File: src/rtl/uart_rx_frame_fifo.sv
// uart_rx_frame_fifo: first-word fall-through frame FIFO between a UART receive stage and an AXI-Stream consumer
module uart_rx_frame_fifo #(
  parameter int FRAME_WIDTH    = 64,
  parameter int DEPTH          = 8,
  parameter int DROP_WHEN_FULL = 1,
  parameter int CNT_WIDTH      = 16
) (
  input  logic                         clk,
  input  logic                         rst_n,
  input  logic [FRAME_WIDTH-1:0]       s_axis_rx_tdata,
  input  logic                         s_axis_rx_tvalid,
  output logic                         s_axis_rx_tready,
  output logic [FRAME_WIDTH-1:0]       m_axis_tdata,
  output logic                         m_axis_tvalid,
  input  logic                         m_axis_tready,
  output logic [$clog2(DEPTH+1)-1:0]   fifo_count,
  output logic [CNT_WIDTH-1:0]         drop_count,
  output logic                         overflow
);
  localparam int AW = $clog2(DEPTH);
  localparam int CW = $clog2(DEPTH+1);

  logic [FRAME_WIDTH-1:0] mem [DEPTH];
  logic [AW-1:0]          wr_ptr;
  logic [AW-1:0]          rd_ptr;
  logic [CW-1:0]          count_next;
  logic                   full;
  logic                   push;
  logic                   pop;
  logic                   drop;
  logic                   ready_q;

  // Occupancy alone separates full from empty, so pointers can wrap naturally.
  assign full             = fifo_count == CW'(DEPTH);
  assign m_axis_tvalid    = fifo_count != '0;
  assign m_axis_tdata     = mem[rd_ptr];
  assign pop              = m_axis_tvalid && m_axis_tready;
  assign push             = s_axis_rx_tvalid && s_axis_rx_tready && (!full || pop);
  assign drop             = (DROP_WHEN_FULL != 0) && s_axis_rx_tvalid && full && !pop;
  assign s_axis_rx_tready = (DROP_WHEN_FULL != 0) ? 1'b1 : ready_q;

  // Next occupancy: a simultaneous push and pop leaves it unchanged.
  always_comb begin
    count_next = (push && !pop) ? fifo_count + 1'b1 :
                 (pop && !push) ? fifo_count - 1'b1 : fifo_count;
  end

  // Frame storage is deliberately left out of reset.
  always_ff @(posedge clk) begin
    if (push) mem[wr_ptr] <= s_axis_rx_tdata;
  end

  // Pointers, occupancy, drop accounting and the registered stall-mode ready.
  always_ff @(posedge clk or negedge rst_n) begin
    if (!rst_n) begin
      wr_ptr     <= '0;
      rd_ptr     <= '0;
      fifo_count <= '0;
      drop_count <= '0;
      overflow   <= 1'b0;
      ready_q    <= 1'b0;
    end else begin
      if (push) wr_ptr <= wr_ptr + 1'b1;
      if (pop) rd_ptr <= rd_ptr + 1'b1;
      fifo_count <= count_next;
      overflow   <= drop;
      if (drop && drop_count != '1) drop_count <= drop_count + 1'b1;
      ready_q    <= count_next != CW'(DEPTH);
    end
  end
endmodule

File: config.mk
export PLATFORM = sky130hd
export DESIGN_NAME = uart_rx_frame_fifo
export DESIGN_NICKNAME = d
export VERILOG_FILES = /design/src/rtl/uart_rx_frame_fifo.sv
export SDC_FILE = /design/constraint.sdc
export NUM_CORES = 1
export LEC_CHECK = 0
export ABC_CLOCK_PERIOD_IN_PS = 7800
export CAP_MARGIN = 20
export CORE_MARGIN = 5
export CORE_UTILIZATION = 58
export CTS_CLUSTER_SIZE = 12
export DETAILED_ROUTE_END_ITERATION = 10
export GPL_TIMING_DRIVEN = 1
export PLACE_DENSITY = 0.81
export SYNTH_ARGS = -nofsm -noshare
export SYNTH_HDL_FRONTEND = slang
export SYNTH_SLANG_ARGS = --single-unit
export TNS_END_PERCENT = 100
File: constraint.sdc
create_clock -name clk -period 7.8 [get_ports clk]
set_input_delay 2.34 -clock clk [delete_from_list [all_inputs] [get_ports clk]]
set_output_delay 2.34 -clock clk [all_outputs]
set_load 0.01 [all_outputs]
==> results_dict.tcl, run 1 <==
set metrics [dict create \
    clk_path_buf_depth 3 \
    ys_types 41 \
    tns_ns 0 \
    reg2reg_slack_ns 4.80 \
    drt_wl_total_um 39700 \
    status "finished clean" \
    fmax_ghz 0.171 \
    cts.reportedPaths.clkPinSlew_ns 0.06 \
    maxSlewHeadroom 0.235 \
    portBuffers 153 \
    fin_total_pwr_w 0.00904 \
    path_class "reg -> out" \
    core-area_um2 35300 \
    use_met1 0.278 \
    whs_endpoint "drop_count[7]" \
    skew_ns 0.0173 \
    fin_crit_ns 5.86 \
    dp_cells 1462 \
    drtIter0Drc 583 \
    synth_edf_count 512 \
    postCtsSetupBuffers 0 \
    met2_usage 0.356 \
    finalMaxSlewViolations 0 \
    cts_resized 0 \
    insertion_delay_ns 0.57 \
    gr-usage-met3 0.0356 \
    cts_sinks 539 \
    row_count 69 \
    cp-end-kind "output port" \
    cts_buffers 54 \
    r2r-start "fifo_count[0]" \
    max-cap-violations 0 \
    stdcell_count 1548 \
    critPathMaxFanout 51 \
    cts_hold_buffers 0 \
    synth_top_cell_by_area "edfxtp_1" \
    final_layout_size_suffix_gt1_frac 0.267 \
    hold_path.class "reg -> reg" \
    die_area_um2 39300 \
    min_from "drop_count[7]" \
    whs_ns 0.499 \
    yosys_most_used_dff "edfxtp_1" \
    leakage_nw 7.84 \
    arrival_ns 3.52 \
    syn_nets 943 \
    start_util 0.582 \
    drt_pre_antenna_iters 5 \
    hold_viol 0 \
    die_width_um 198 \
    worst_r2r_endpoint "mem[7][55]" \
    tightestPinTransition_ns 1.15 \
    antenna_found_initial 2 \
    grt-busiest-layer "met2" \
    synthTopCellsByCount "edfxtp_1, mux4_2, mux2_2" \
    drc_errors 0 \
    syn_area_per_cell_um2 23.7 \
    reg2reg_depth 5 \
    p_per_area_nw_per_um2 372 \
    grt_usage 0.207 \
    ant_nets 0 \
    grt_max_degree 71 \
    post-dp-hpwl_um 22200 \
    cts_tree "built" \
    overflow 0 \
    gp_congestion 0.706 \
    hold_depth 1 \
    root_buffer "clkbuf_16" \
    yosysMostFrequentCell "edfxtp_1" \
    die_h_um 198 \
    grt_pass1_wl_um 60700 \
    nets 1132 \
    syn_area_um2 20500 \
    yosysSeqAreaShare 0.781 \
    startpoint_type "flop" \
    ys_warn_count 0 \
    htreeDepth 2 \
    synth_top_area_frac 0.748 \
    ios 155 \
    grt_pass1_vias 10052 \
    synth_cells 868 \
    synth_seq_cells 539 \
    required_ns 5.46 \
    async_reset_ff_frac 0.0501 \
    wl_per_cell_um 25.7 \
    syn_to_final_growth_pct 18.2 \
    vias 9272 \
    finalSetupViolations 0 \
    ys_top_cells_by_area "edfxtp_1, mux4_2, mux2_2, dfrtp_1, xnor2_1" \
    grt_setup_unrepaired "false" \
    ir_worst_vdd_mv 0.255 \
    routed_via_density 5.99 \
    fin_crit_sh 0.752 \
]
kinds of logic after synthesis:
family	share of synthesized area
flops	0.781
mux	0.179
simple gates	0.0160
buf+inv	0.00877
xor+xnor	0.00810
compound gates	0.00268
fa+ha+maj	0.00463
other cells	0.000182
worst max path at each step:
| stage | from | to | slack (ns) | cells past startpoint |
|---|---|---|---|---|
| final | rd_ptr[0] | m_axis_tdata[51] | 1.94 | 4 |
| after global routing | rd_ptr[0] | m_axis_tdata[51] | 1.65 | 4 |
| after CTS | rd_ptr[0] | m_axis_tdata[51] | 1.80 | 4 |
| after detailed placement | rd_ptr[0] | m_axis_tdata[51] | 2.44 | 4 |
| after global placement | rd_ptr[0] | m_axis_tdata[5] | 2.46 | 4 |
| after floorplan | m_axis_tready | mem[0][0] | 0.18 | 3 |
area by class of cell:
| class | instances | area [µm²] |
|---|---|---|
| Antenna cell | 1 | 2.50 |
| Timing Repair Buffer | 170 | 1700 |
| Multi-Input combinational cell | 288 | 4370 |
| Clock inverter | 13 | 114 |
| Inverter | 4 | 15.0 |
| Fill cell | 2115 | 11000 |
| Sequential cell | 539 | 16100 |
| Clock buffer | 72 | 1450 |
| Tap cell | 461 | 577 |
placed cells by master (no fill, tap or decap), types with 3 or more instances in the layout:
cell type        count
nor2_4               6
dfrtp_1             24
nand4_1              4
clkbuf_1            16
clkbuf_16           55
nand2b_1             4
buf_4               14
ha_1                 6
nor3_1               3
xor2_1               9
inv_1                4
nand3_1              7
xnor2_1             10
nand2_1              9
edfxtp_1           512
mux2_2              69
mux4_2             128
nor2_1               4
clkinv_1             7
clkdlybuf4s50_1    153
buf_12               3
dfrtp_4              3
flip-flops by register name, indices dropped and copies added (netlist names):
| register | cells |
|---|---|
| overflow | 1 |
| fifo_count | 4 |
| mem | 512 |
| rd_ptr | 3 |
| drop_count | 16 |
| wr_ptr | 3 |
through the flow:
| step | utilization | setup slack (ns) | instance area (µm²) |
|---|---|---|---|
| CTS | 0.688 | 1.80 | 24300 |
| detailed placement | 0.644 | 2.44 | 22700 |
| floorplan | - | 0.176 | 20500 |
| global route | 0.688 | 1.65 | 24300 |
| global placement | 0.644 | 2.46 | 22700 |
| finish | 0.688 | 1.94 | 24300 |
worst max-delay path, cell delays in order (launching register included):
cell and delay, ns:
dfrtp_4 1.07, buf_12 0.44, mux4_2 0.57, mux2_2 0.29, clkdlybuf4s50_1 0.50
per-layer routing:
| layer | wire length, µm | vias to the layer above |
|---|---|---|
| met5 | 13 | - |
| met2 | 21100 | 280 |
| met1 | 15600 | 4894 |
| li1 | - | 4035 |
| met4 | 792 | 2 |
| met3 | 2200 | 61 |
report_power, final:
group | switching (W) | internal [W]
logic | 0.00115 | 0.00156
registers | 0.000359 | 0.00363
clock network | 0.000980 | 0.00135
Note: power is estimated with default switching activity, not from simulation.
==> run 2: changes to the inputs <==
- ABC_CLOCK_PERIOD_IN_PS: 7800 -> 5000
- CORE_UTILIZATION: 58 -> 52
- PLACE_DENSITY: 0.81 -> 0.77
- clock period: 7.8 -> 5 ns (I/O delays scaled with it)
==> run 2 against run 1 <==
Via count decreased by 0.41%. First-iteration DRC count decreased by 4.1%. Worst setup slack got worse by 1.5 ns. Register-to-register slack got worse by 2.4 ns. Sequential cell count unchanged. Power increased by 56%. Sequential share of layout area decreased by 0.68 points. Non-clock buffer count increased by 7. Hold slack improved by 0.013 ns. Final cell count increased by 4.3%.
==> results_dict.tcl, run 2 (synthesized netlist as in run 1, its figures left out) <==
set metrics [dict create \
    status "finished clean" \
    mostFrequentLayoutCell "edfxtp_1" \
    post-dp-hpwl_um 22000 \
    ant_nets 0 \
    final_layout_size_suffix_gt1_frac 0.273 \
    wl_per_cell_um 24.4 \
    cts_sinks 539 \
    crit_end "m_axis_tdata[44]" \
    critPathMaxFanout 46 \
    worst_r2r_endpoint "fifo_count[3]" \
    path_class "reg -> out" \
    stdcell_count 1615 \
    root_buffer "clkbuf_16" \
    fin_area_um2 24500 \
    drt_pre_antenna_iters 4 \
    cp-end-kind "output port" \
    reg2reg_slack_ns 2.35 \
    dp_cells 1526 \
    arrival_ns 3.10 \
    whs_ns 0.511 \
    min_from "drop_count[15]" \
    insertion_delay_ns 0.59 \
    tightestPinTransition_ns 0.801 \
    finalSetupViolations 0 \
    grt_pass1_vias 9808 \
    fin_crit_ns 4.60 \
    fin_crit_sh 0.920 \
    htreeDepth 2 \
    fin_total_pwr_w 0.0141 \
    cts_hold_buffers 0 \
    startpoint_type "flop" \
    start_util 0.528 \
    vias 9234 \
    path_cells "buf_12 > mux4_2 > mux2_2 > clkdlybuf4s50_1" \
    ios 155 \
    die_h_um 209 \
    ir_worst_vdd_mv 0.422 \
    row_count 72 \
    nets 1139 \
    core-area_um2 38900 \
    postPlaceCellArea_um2 23000 \
    drt_wl_total_um 39400 \
    drtIter0Drc 559 \
    drc_errors 0 \
    die_width_um 209 \
    grt_usage 0.183 \
    place_ws_ns 0.962 \
    leakage_nw 7.91 \
    top_register "mem" \
    reg.largest.list "mem x512, drop_count x16, fifo_count x4" \
    max_stage_delay_ns 0.71 \
    cpLargestDelayFamily "buffers and inverters" \
    routed_via_density 5.72 \
    grt_setup_unrepaired "false" \
    cts_resized 0 \
    path_buf_inv 2 \
    grt_pass1_wl_um 60900 \
    antenna_found_initial 1 \
    path_depth 4 \
    reg2reg_depth 9 \
    max-cap-violations 0 \
    overflow 0 \
    setup_ws_ns 0.401 \
    skew_ns 0.00899 \
    fmax_ghz 0.217 \
    crit_slowest_cell "dfrtp_4" \
    hold_path.class "reg -> reg" \
    cts.reportedPaths.clkPinSlew_ns 0.06 \
    die_area_um2 43600 \
    hold_viol 0 \
    required_ns 3.50 \
    startpoint "rd_ptr[0]" \
    cts_buffers 54 \
    grt_max_degree 58 \
    num-fill-cells 2619 \
    maxSlewHeadroom 0.459 \
    final_cell_mix "edfxtp_1, clkdlybuf4s50_1, mux4_2, mux2_2, clkbuf_16" \
    cts_tree "built" \
    largest_reg_flops 512 \
    gp_congestion 0.742 \
    clk_path_buf_depth 3 \
    p_per_area_nw_per_um2 574 \
    r2r-start "fifo_count[0]" \
    finalMaxSlewViolations 0 \
    portBuffers 153 \
    postCtsSetupBuffers 0 \
    syn_to_final_growth_pct 19.4 \
]
==> run 2: cell types whose count changed in the layout (fill, tap and decap cells not counted), sizes merged <==
cell	before	now
bufinv	2	0
inv	6	4
clkinv	9	16
buf	17	24
==> run 2: layer usage <==
layer	track usage	vias up	wire, µm
li1	-	4057	-
met1	0.251	4878	16300
met2	0.304	251	20000
met3	0.0445	48	2460
met4	0.0437	0	648
met5	0	-	0
==> run 2: report_power, final <==
| group | switching, W | leakage (nW) | total [W] | internal [W] |
|---|---|---|---|---|
| registers | 0.000362 | 5.00 | 0.00602 | 0.00566 |
| logic | 0.00197 | 2.15 | 0.00448 | 0.00251 |
| clock network | 0.00156 | 0.759 | 0.00359 | 0.00203 |
==> run 2: worst min-delay path by stage <==
| stage | end | depth (start not counted) |
|---|---|---|
| 2_1_floorplan | wr_ptr[0] | 1 |
| 3_3_place_gp | drop_count[15] | 1 |
| 5_1_grt | wr_ptr[0] | 1 |
| 3_5_place_dp | drop_count[15] | 1 |
| 6_report | drop_count[15] | 1 |
| 4_1_cts | drop_count[15] | 1 |
==> run 2: cell type report <==
class / count / area, µm² / area share
flip-flops and latches: 539 / 16100 / 0.654
multi-input cells: 288 / 4390 / 0.179
repair buffers: 177 / 1870 / 0.0764
clock buffers: 72 / 1460 / 0.0595
well taps: 518 / 648 / 0.0264
clock inverters: 16 / 92.6 / 0.00377
inverters: 4 / 15.0 / 0.000612
diodes: 1 / 2.50 / 0.000102
==> run 2: metrics by stage <==
| step | util | TNS, ns |
|---|---|---|
| finish | 0.631 | 0 |
| global route | 0.631 | 0 |
| CTS | 0.631 | 0 |
| detailed placement | 0.591 | 0 |
| global placement | 0.591 | 0 |
| floorplan | - | -22.67 |
==> run 2: worst reg2reg max path, delay by kind of cell (launching register included) <==
kind,cells,cell delay [ns]
flops,1,0.45
simple gates,1,0.44
xor+xnor,1,0.13
mux,1,0.24
fa+ha+maj,2,0.49
compound gates,3,0.70
buf+inv,1,0.13
==> run 3: changes to the inputs <==
- GPL_ROUTABILITY_DRIVEN: unset -> 0
- REMOVE_ABC_BUFFERS: unset -> 1
==> run 3 against run 2 <==
Hold slack got worse by 0.0027 ns. Sequential power about the same. Via count is 0.76% higher. Wire length grew 0.81%. Largest power group unchanged. Critical path type unchanged. Core utilization barely moved. Clock skew increased by 0.0077 ns. Die area unchanged. Critical path depth did not move. Highest routed layer is now met5. First-iteration DRC count decreased by 5.7%. Non-clock buffer count up 5. Power is 0.75% higher.
==> results_dict.tcl, run 3 (synthesized netlist as in run 1, its figures left out) <==
set metrics [dict create \
    antenna_found_initial 1 \
    top_register "mem" \
    cpLargestDelayFamily "buffers and inverters" \
    overflow 0 \
    cts_buffers 54 \
    tightestPinTransition_ns 0.769 \
    die_area_um2 43600 \
    finalMaxSlewViolations 0 \
    cts_sinks 539 \
    p_per_area_nw_per_um2 578 \
    skew_ns 0.0167 \
    dp_cells 1531 \
    postCtsSetupBuffers 0 \
    maxSlewHeadroom 0.485 \
    nets 1144 \
    htreeDepth 2 \
    multi_input_area_um2 4370 \
    largest_reg_flops 512 \
    path_cells "buf_4 > mux4_2 > mux2_2 > clkdlybuf4s50_1" \
    critPathMaxFanout 40 \
    mostFrequentLayoutCell "edfxtp_1" \
    fin_crit_ns 4.56 \
    ios 155 \
    hold_path.class "reg -> reg" \
    whs_ns 0.508 \
    crit_slowest_cell "dfrtp_4" \
    grt_setup_unrepaired "false" \
    portBuffers 153 \
    die_h_um 209 \
    drc_errors 0 \
    cts_tree "built" \
    stdcell_count 1619 \
    path_class "reg -> out" \
    hold_viol 0 \
    leakage_nw 7.93 \
    fin_area_um2 24600 \
    path_buf_inv 2 \
    startpoint_type "flop" \
    final_cell_mix "edfxtp_1, clkdlybuf4s50_1, mux4_2, mux2_2, clkbuf_16" \
    ir_worst_vdd_mv 0.371 \
    fmax_ghz 0.219 \
    drt_pre_antenna_iters 5 \
    row_count 72 \
    fin_total_pwr_w 0.0142 \
    drtIter0Drc 527 \
    reg.largest.list "mem x512, drop_count x16, fifo_count x4" \
    clk_path_buf_depth 3 \
    root_buffer "clkbuf_16" \
    min_from "drop_count[7]" \
    startpoint "rd_ptr[1]" \
    syn_to_final_growth_pct 19.5 \
    grt_max_degree 51 \
    insertion_delay_ns 0.57 \
    finalSetupViolations 0 \
    grt_pass1_vias 10129 \
    vias 9304 \
    wl_per_cell_um 24.6 \
    final_layout_size_suffix_gt1_frac 0.275 \
    reg2reg_slack_ns 2.27 \
    post-dp-hpwl_um 22400 \
    status "finished clean" \
    r2r-start "fifo_count[1]" \
    routed_via_density 5.75 \
    required_ns 3.50 \
    die_width_um 209 \
    cp-end-kind "output port" \
    grt_pass1_wl_um 61200 \
    cts_hold_buffers 0 \
    core-area_um2 38900 \
    max-cap-violations 0 \
    seq_area_um2 16100 \
    cts_resized 0 \
    cts.reportedPaths.clkPinSlew_ns 0.06 \
    fin_crit_sh 0.912 \
    postPlaceCellArea_um2 23000 \
    drt_wl_total_um 39800 \
    max_stage_delay_ns 0.83 \
    num-fill-cells 2624 \
    start_util 0.528 \
    arrival_ns 3.06 \
    ant_nets 0 \
    grt_usage 0.183 \
]
-- run 3: final cells by class --
type / instances / share of cell area
antenna: 1 / 0.000102
clock buffer: 76 / 0.0605
clock inverter: 11 / 0.00428
inverter: 4 / 0.000611
multi-input combinational: 288 / 0.178
sequential: 539 / 0.654
tap: 518 / 0.0264
timing repair buffer: 182 / 0.0758
-- run 3: power by group --
group          internal [W]  switching [W]  total, W  leakage (nW)
clock               0.00214        0.00152   0.00367         0.771
sequential          0.00566       0.000391   0.00605          5.00
combinational       0.00252        0.00196   0.00448          2.16
-- run 3: worst paths after layout --
kind | endpoint | depth (start not counted)
worst max-delay path | m_axis_tdata[6] | 4
worst min-delay path | drop_count[7] | 1
worst max register to register | fifo_count[3] | 9
min in group asynchronous | fifo_count[2] | 1
worst min register to register | drop_count[7] | 1
max in group asynchronous | drop_count[1] | 2
-- run 3: routing by layer --
layer  global-route usage  vias to the layer above  wire [µm]
met3               0.0363                       64       2190
li1                     -                     4051          -
met4               0.0446                        2        833
met5                    0                        -         13
met2                0.310                      248      20300
met1                0.251                     4939      16500
-- run 3: worst register-to-register path, cell delays in order (launching register included) --
cell and delay, ns:
dfrtp_1 0.44, or3_4 0.45, o31a_1 0.37, ha_1 0.26, inv_1 0.13, ha_1 0.25
a21o_1 0.18, a21oi_1 0.19, mux2i_1 0.24, xnor2_1 0.13
-- run 3: per-stage QoR --
stage               worst slack (ns)  TNS (ns)  utilization
CTS                            0.344         0        0.631
floorplan                      -2.43   -402.95            -
global placement                1.00         0        0.590
detailed placement             0.974         0        0.590
finish                         0.442         0        0.631
global route                   0.282         0        0.631
